### src/rtl/tcdm_bank_arbiter.sv
// Slave-side arbiter for one TCDM bank: shares the bank port between NumIn masters and routes
// in-order responses back through a tag FIFO. Define TCDM_BANK_ARB_RR_EN for round-robin, else fixed priority.
module tcdm_bank_arbiter #(
  parameter int unsigned NumIn          = 4,
  parameter int unsigned ReqDataWidth   = 32,
  parameter int unsigned RespDataWidth  = 32,
  parameter int unsigned MaxOutstanding = 4
) (
  input  logic                                   clk_i,
  input  logic                                   rst_i,
  input  logic [NumIn-1:0]                       req_i,
  input  logic [NumIn-1:0][ReqDataWidth-1:0]     data_i,
  output logic [NumIn-1:0]                       gnt_o,
  output logic [NumIn-1:0]                       vld_o,
  output logic [RespDataWidth-1:0]               rdata_o,
  output logic                                   req_o,
  output logic [ReqDataWidth-1:0]                data_o,
  input  logic                                   gnt_i,
  input  logic                                   vld_i,
  input  logic [RespDataWidth-1:0]               rdata_i,
  output logic [$clog2(MaxOutstanding+1)-1:0]    outstanding_o,
  output logic                                   err_o
);

  localparam int unsigned IdxW = (NumIn > 1) ? $clog2(NumIn) : 1;
  localparam int unsigned PtrW = (MaxOutstanding > 1) ? $clog2(MaxOutstanding) : 1;
  localparam int unsigned CntW = $clog2(MaxOutstanding + 1);

  typedef logic [IdxW-1:0] idx_t;
  typedef logic [PtrW-1:0] fptr_t;

  idx_t            ptr_q;
  idx_t            winner;
  idx_t            head;
  idx_t            tag_mem [MaxOutstanding];
  fptr_t           rd_ptr_q;
  fptr_t           wr_ptr_q;
  logic [CntW-1:0] count_q;
  logic            err_q;
  logic            full;
  logic            accept;
  logic            pop;
  logic            spurious;
  logic            found;
  int unsigned     cand;

  function automatic fptr_t fptr_inc(input fptr_t p);
    return (p == fptr_t'(MaxOutstanding - 1)) ? '0 : fptr_t'(p + 1'b1);
  endfunction

  // First asserted request at or after ptr_q, wrapping; falls back to ptr_q when nobody requests.
  // NOTE: every variable written in always_comb gets a default first, otherwise a latch is inferred.
  always_comb begin
    winner = ptr_q;
    found  = 1'b0;
    cand   = 0;
    for (int unsigned i = 0; i < NumIn; i++) begin
      cand = (32'(ptr_q) + i) % NumIn;
      if (!found && req_i[idx_t'(cand)]) begin
        winner = idx_t'(cand);
        found  = 1'b1;
      end
    end
  end

  // A pop in the same cycle frees the slot, so a full FIFO still accepts when vld_i is high.
  assign full     = (count_q == CntW'(MaxOutstanding)) && !vld_i;
  assign req_o    = (|req_i) && !full && !rst_i;
  assign accept   = req_o && gnt_i;
  assign data_o   = data_i[winner];
  assign head     = tag_mem[rd_ptr_q];
  assign pop      = vld_i && (count_q != '0) && !rst_i;
  assign spurious = vld_i && (count_q == '0);
  assign rdata_o  = rdata_i;

  always_comb begin
    gnt_o = '0;
    vld_o = '0;
    if (accept) gnt_o[winner] = 1'b1;
    if (pop)    vld_o[head]   = 1'b1;
  end

  assign outstanding_o = rst_i ? '0 : count_q;
  assign err_o         = rst_i ? 1'b0 : err_q;

`ifdef TCDM_BANK_ARB_RR_EN
  always_ff @(posedge clk_i) begin
    if (rst_i) begin
      ptr_q <= '0;
    end else if (accept) begin
      ptr_q <= (winner == idx_t'(NumIn - 1)) ? '0 : idx_t'(winner + 1'b1);
    end
  end
`else
  assign ptr_q = '0;
`endif

  // NOTE: sequential state uses non-blocking assignments so every register samples pre-edge values.
  always_ff @(posedge clk_i) begin
    if (rst_i) begin
      rd_ptr_q <= '0;
      wr_ptr_q <= '0;
      count_q  <= '0;
      err_q    <= 1'b0;
    end else begin
      if (accept) wr_ptr_q <= fptr_inc(wr_ptr_q);
      if (pop)    rd_ptr_q <= fptr_inc(rd_ptr_q);
      if (accept && !pop)      count_q <= count_q + 1'b1;
      else if (!accept && pop) count_q <= count_q - 1'b1;
      if (spurious) err_q <= 1'b1;
    end
  end

  // NOTE: tag storage has no reset; entries are only read while count_q says they are valid.
  always_ff @(posedge clk_i) begin
    if (accept) tag_mem[wr_ptr_q] <= winner;
  end

endmodule

### config.mk
export PLATFORM = sky130hd
export DESIGN_NAME = tcdm_bank_arbiter
export DESIGN_NICKNAME = d
export VERILOG_FILES = /design/src/rtl/tcdm_bank_arbiter.sv
export SDC_FILE = /design/constraint.sdc
export NUM_CORES = 1
export LEC_CHECK = 0
export BUFFER_PORTS_ARGS = -buffer_cell sky130_fd_sc_hd__buf_2
export CORE_AREA = 4 4 94 96
export DETAILED_ROUTE_END_ITERATION = 10
export DIE_AREA = 0 0 98 100
export PLACE_DENSITY = 0.76
export SYNTH_ARGS = -nofsm -noshare
export SYNTH_HDL_FRONTEND = slang
export SYNTH_SLANG_ARGS = --single-unit
### constraint.sdc
create_clock -name clk_i -period 5.4 [get_ports clk_i]
set_clock_uncertainty 0.15 [all_clocks]
set_input_delay 0.27 -clock clk_i [delete_from_list [all_inputs] [get_ports clk_i]]
set_output_delay 0.27 -clock clk_i [all_outputs]
set_load 0.02 [all_outputs]
* Yosys cells after proc, flatten, opt, wreduce, memory -nomap -nowiden
Memories as Yosys holds them, arrays and structs flattened. A register that Yosys moved wholly into a read port is not among the register bits.
Index checks and enable logic that the tools add are counted.
** Operators by class
- $add $sub $neg :: 4
- Multiplexer cells :: 24
- Reduce and logical (&&, ||, !) cells :: 26
- $lt $le $gt $ge :: 4
- Equality and inequality tests :: 3
** Operator list (count)
- $bmux W32 S2 :: 1
- $mux W32 :: 1
- $logic_and A1 B1 Y1 :: 14
- $mux W2 :: 6
- $mux W1 :: 9
- $mux W3 :: 3
- $logic_not A1 Y1 :: 8
- $mux W4 :: 2
- $lt A2 B3 Y1 const B :: 2
- $add A2 B1 Y2 const B :: 2
- $demux W1 S2 :: 2
- $eq A2 B2 Y1 const B :: 2
- $ge A2 B1 Y1 const B :: 2
- $reduce_or A4 Y1 :: 1
- $add A3 B1 Y3 const B :: 1
- $eq A3 B3 Y1 const B :: 1
- $logic_not A3 Y1 :: 1
- $reduce_bool A3 Y1 :: 1
- $sub A3 B1 Y3 const B :: 1
- $reduce_bool A2 Y1 :: 1
** Storage, ports and cells
- RAM bits :: 8
- Memories :: 1
- Register bits after elaboration :: 8
** Memory list
- tag_mem :: words 4, bits a word 2, rd ports 1, clocked after memory_dff 1, write ports 1, RTL line 35 : idx_t tag_mem [MaxOutstanding];

* Logic depth before layout (Yosys ltp)
- Word-level depth :: 15
- Depth in mapped cells :: 10
- Depth with buffers taken out :: 9

* Worst setup path after synthesis
No wires, ideal clock.
- Kind :: flip-flop to flip-flop
- Start :: register count_q[0]
- End :: register count_q[2]
- Path slack :: 2.966 ns
- Library setup time :: 0.071 ns
- Required time :: 5.179 ns
- Arrival time :: 2.214 ns
- Stages on the path, launching flop included :: 10
- Period minus slack after synthesis :: 2.434 ns
- Cell sequence :: dfxtp_1 nor4b_2 or4_4 inv_2 ha_1 inv_1 fa_1 xor2_1 or3_1 a21oi_1
** Between the ends
- Cells in the longest elaborated chain, start to end :: 9
** RTL lines
- start, declared :: RTL line 38 : logic [CntW-1:0] count_q;
- start signal, assigned :: RTL line 108 : if (accept && !pop) count_q <= count_q + 1'b1;
- start signal, assigned :: RTL line 109 : else if (!accept && pop) count_q <= count_q - 1'b1;
- $eq A3 B3 Y1 (*) :: RTL line 67 : assign full = (count_q == CntW'(MaxOutstanding)) && !vld_i;
- $logic_and A1 B1 Y1 (*) :: RTL line 67
- $logic_not A1 Y1 (*) :: RTL line 68 : assign req_o = (|req_i) && !full && !rst_i;
- $logic_and A1 B1 Y1 (*) (2 in a row) :: RTL line 68
- $logic_and A1 B1 Y1 (*) :: RTL line 69 : assign accept = req_o && gnt_i;
- net accept :: RTL line 41 : logic accept;
- $logic_not A1 Y1 :: RTL line 109
- $logic_and A1 B1 Y1 :: RTL line 109
- $reduce_bool A2 Y1 (no source line)
Mark *: on every way through the listed nets, which the timed path passes. The rest lies on a longest branch. The select of a mux whose other input is x is not followed.
A chain may end at the register's enable or synchronous reset.

* Worst setup path in the final report
- Start :: input port req_i[1]
- End :: register count_q[2]
** Between the ends
- Cells in the longest elaborated chain, start to end :: 7
** RTL lines
- start, declared :: RTL line 11 : input logic [NumIn-1:0] req_i,
- $reduce_or A4 Y1 (*) :: RTL line 68
- $logic_and A1 B1 Y1 (*) (2 in a row) :: RTL line 68
- $logic_and A1 B1 Y1 (*) :: RTL line 69
- net accept :: RTL line 41
- $logic_not A1 Y1 :: RTL line 109
- $logic_and A1 B1 Y1 :: RTL line 109
- $reduce_bool A2 Y1 (no source line)
Mark *: on every way through the listed nets, which the timed path passes. The rest lies on a longest branch.

==> impl_summary.log <==
[metrics] overall routed net length: just under 9000 um
[metrics] area added between synthesis and finish: 31.9%
[metrics] startpoint of the lowest-slack register-to-register path: count_q[0]
[metrics] worst r2r dst: count_q[2]
[metrics] Worst Reg2Reg Path Length in Cells: 9
[metrics] share of synthesized area occupied by flip-flops and latches: 0.198
[metrics] largest driver fanout on the critical path: 70
[metrics] CP arrival: approximately 3.1 ns
[metrics] hold_buf cts: 0
[metrics] outcome: finished, final reports clean
[metrics] total inserted antenna cells: 0
[metrics] antenna violations before repair: 0
[metrics] post-CTS setup-driven buffer insertion count: 0
[metrics] CP Class: input port to flip-flop
[metrics] WL per Instance: 17.3 um
[metrics] post-cts sizing count: 0
[metrics] sink of the worst hold path: err_q
[metrics] Final nets: between 500 and 600
[metrics] GPL Wtd Cong: 0.811
[metrics] number of standard cells after synthesis: 268
[metrics] violation count after the first detailed-route iteration: around 110
[metrics] Clock Latency Late Sink: ~0.26 ns
[metrics] die height: ~100 um
[metrics] Async SR Flop Fraction: 0
[metrics] residual DRC count: 0
[metrics] highest-count cells in the layout ignoring fill and taps: buf_2 (180), a21oi_1 (35), nand2_1 (33)
[metrics] headroom to the max-slew limit: 0.167
[metrics] final-report setup violation count: 0
[metrics] type of the most critical hold path: input port to flip-flop
[metrics] via count: ~2600
[metrics] deepest clock path buffer count: 2
[metrics] clock-pin slew on the worst setup and hold paths: roughly 0.07 ns
[metrics] Reg2Reg Setup Slack: between 2 and 3 ns
[metrics] unrepaired setup endpoints after global routing: no
[metrics] number of global-route vias before repair: roughly 2600
[metrics] Initial Util: 0.276
[metrics] capturing element type of the critical path: flip-flop
[metrics] Die X: 98 um
[metrics] start point of the critical path: req_i[1]
[metrics] actual transition at the worst max-transition pin: 1.25 ns
[metrics] drt pass-1 iters: 4
[metrics] Post-Route Hold Slack: between 0.1 and 0.15 ns
[metrics] number of max-slew violations in the final report: 0
[metrics] TritonCTS clock tree: yes
[metrics] final critical-path required period: between 3 and 4 ns
[metrics] cell depth of the worst min-delay path: 3
[metrics] top achievable clock speed: 323 MHz
[metrics] number of synthesized register bits: 18
[metrics] Final Instance Area: about 3000 sq um
[metrics] average cell area after synthesis: approximately 8.3 sq um
[metrics] layout cells sized above 1: 0.489
[metrics] Sequential Area: between 400 and 500 sq um
[metrics] final setup slack of the worst path: approximately 2.3 ns
[metrics] global-route wire length before repair: between 10000 and 15000 um
[metrics] Core Rows: 33
[metrics] Synthesized Nets: ~440
[metrics] filler instances: 846
[metrics] area of combinational cells with multiple inputs: between 1000 and 1500 sq um
[metrics] max capacitance violation total: 0
[metrics] ports placed on the boundary: around 250
[metrics] most common cell after layout, fill and taps aside: buf_2
[metrics] data required time of the critical path: between 5 and 6 ns
[metrics] reported leakage power: 0.00143 uW
[metrics] worst-case setup slack after placement: 2.05 ns
[metrics] core region area: about 8000 sq um
[metrics] Worst IR Drop VDD: between 0.1 and 0.15 mV
[metrics] dpl cell area: 2880 sq um
[metrics] yosys synthesis warning count: 0
[metrics] clock tree sinks: 18
[metrics] Top FF cell, synth: dfxtp_1
[metrics] final-layout setup total negative slack: 0 ns
[metrics] final hold violation count: 0
[metrics] cell at the root of the clock tree: clkbuf_8
[metrics] maximum number of pins on one net before global-route repair: between 70 and 80
[metrics] estimated wirelength of the detail-placed design: ~7000 um
[metrics] post-detailed-route via-to-cell ratio: ~5.2
[metrics] CTS H-tree lvls: 1
[metrics] mapped cell area: 2220 sq um
[metrics] antenna-violating nets left: 0
[metrics] Power Dens Cells: roughly 190 nW/um^2
[metrics] share of the clock period used by the worst path: 0.573
[metrics] remaining global-route overflow: 0
[metrics] die area: about 9800 sq um
[metrics] CTS buffer count: 3
[metrics] number of I/O port buffers: 180
[metrics] CP Launch Type: input port
[metrics] EDFF count, synth: 8
[metrics] hold wc startpoint: vld_i
[metrics] overall routing resource usage: 0.164
[metrics] Unique masters post-synth: 38
==> per-layer routing <==
layer,GRT usage,vias to the layer above,wire length [um]
li1,-,1225,-
met1,0.200,1183,3470
met2,0.294,177,4360
met3,0.0410,9,757
met4,0.0319,0,79
met5,0,-,0
==> layout make-up <==
cell class	instances	area share
Tap cell	105	0.0448
Multi-Input combinational cell	187	0.467
Clock buffer	4	0.0188
Inverter	7	0.00897
Timing Repair Buffer	181	0.310
Sequential cell	18	0.150
==> worst max path at each step <==
stage	end	slack, ns	depth (start not counted)
3_3_place_gp	count_q[2]	2.22	10
6_report	count_q[2]	2.31	10
4_1_cts	count_q[2]	2.33	10
5_1_grt	count_q[2]	2.10	10
2_1_floorplan	count_q[2]	2.97	9
3_5_place_dp	count_q[2]	2.05	10
==> power by group <==
group / total, uW / internal, uW / leakage, uW / switching (uW)
Sequential: 181 / 161 / 0.000156 / 19.7
Combinational: 279 / 128 / 0.00124 / 151
Clock: 110 / 64.8 / 0.0000288 / 44.9
==> worst max-delay path, stage by stage <==
cell     delay, ns
buf_2         0.76
nor4_2        0.14
or4_4         0.56
inv_2         0.12
ha_1          0.19
inv_1         0.07
fa_1          0.39
xor2_1        0.16
or3_1         0.31
a21oi_1       0.15
==> logic make-up (layout without fill, tap and decap cells) <==
kind of cell,count (synthesis),after routing,synth area share
simple gates,102,102,0.293
compound gates,71,71,0.236
buf+inv,63,192,0.186
flops,18,18,0.198
fa+ha+maj,7,7,0.0428
mux,5,5,0.0360
xor+xnor,2,2,0.00788
==> Yosys cell counts, types with 3 or more instances <==
cell type,number,area (sq um)
buf_6,5,56.3
nand4bb_1,6,67.6
and2_1,6,37.5
dfxtp_1,10,200
buf_4,34,255
or4bb_1,3,33.8
ha_1,6,75.1
nand3b_1,23,173
nor3_1,5,25.0
a221o_1,32,320
nor2b_1,4,25.0
nor2_1,8,30.0
nand2_1,33,124
inv_1,6,22.5
clkbuf_1,8,30.0
a21oi_1,35,175
edfxtp_1,8,240
buf_2,9,45.0
==> stage by stage <==
stage / utilization / std cells / total power, uW
after floorplan: - / 268 / 392
after global placement: 0.357 / 498 / 453
after detailed placement: 0.357 / 498 / 464
after CTS: 0.364 / 502 / 576
after global routing: 0.364 / 502 / 608
final: 0.364 / 502 / 570
No activity file was read; power rests on OpenSTA's default activity.
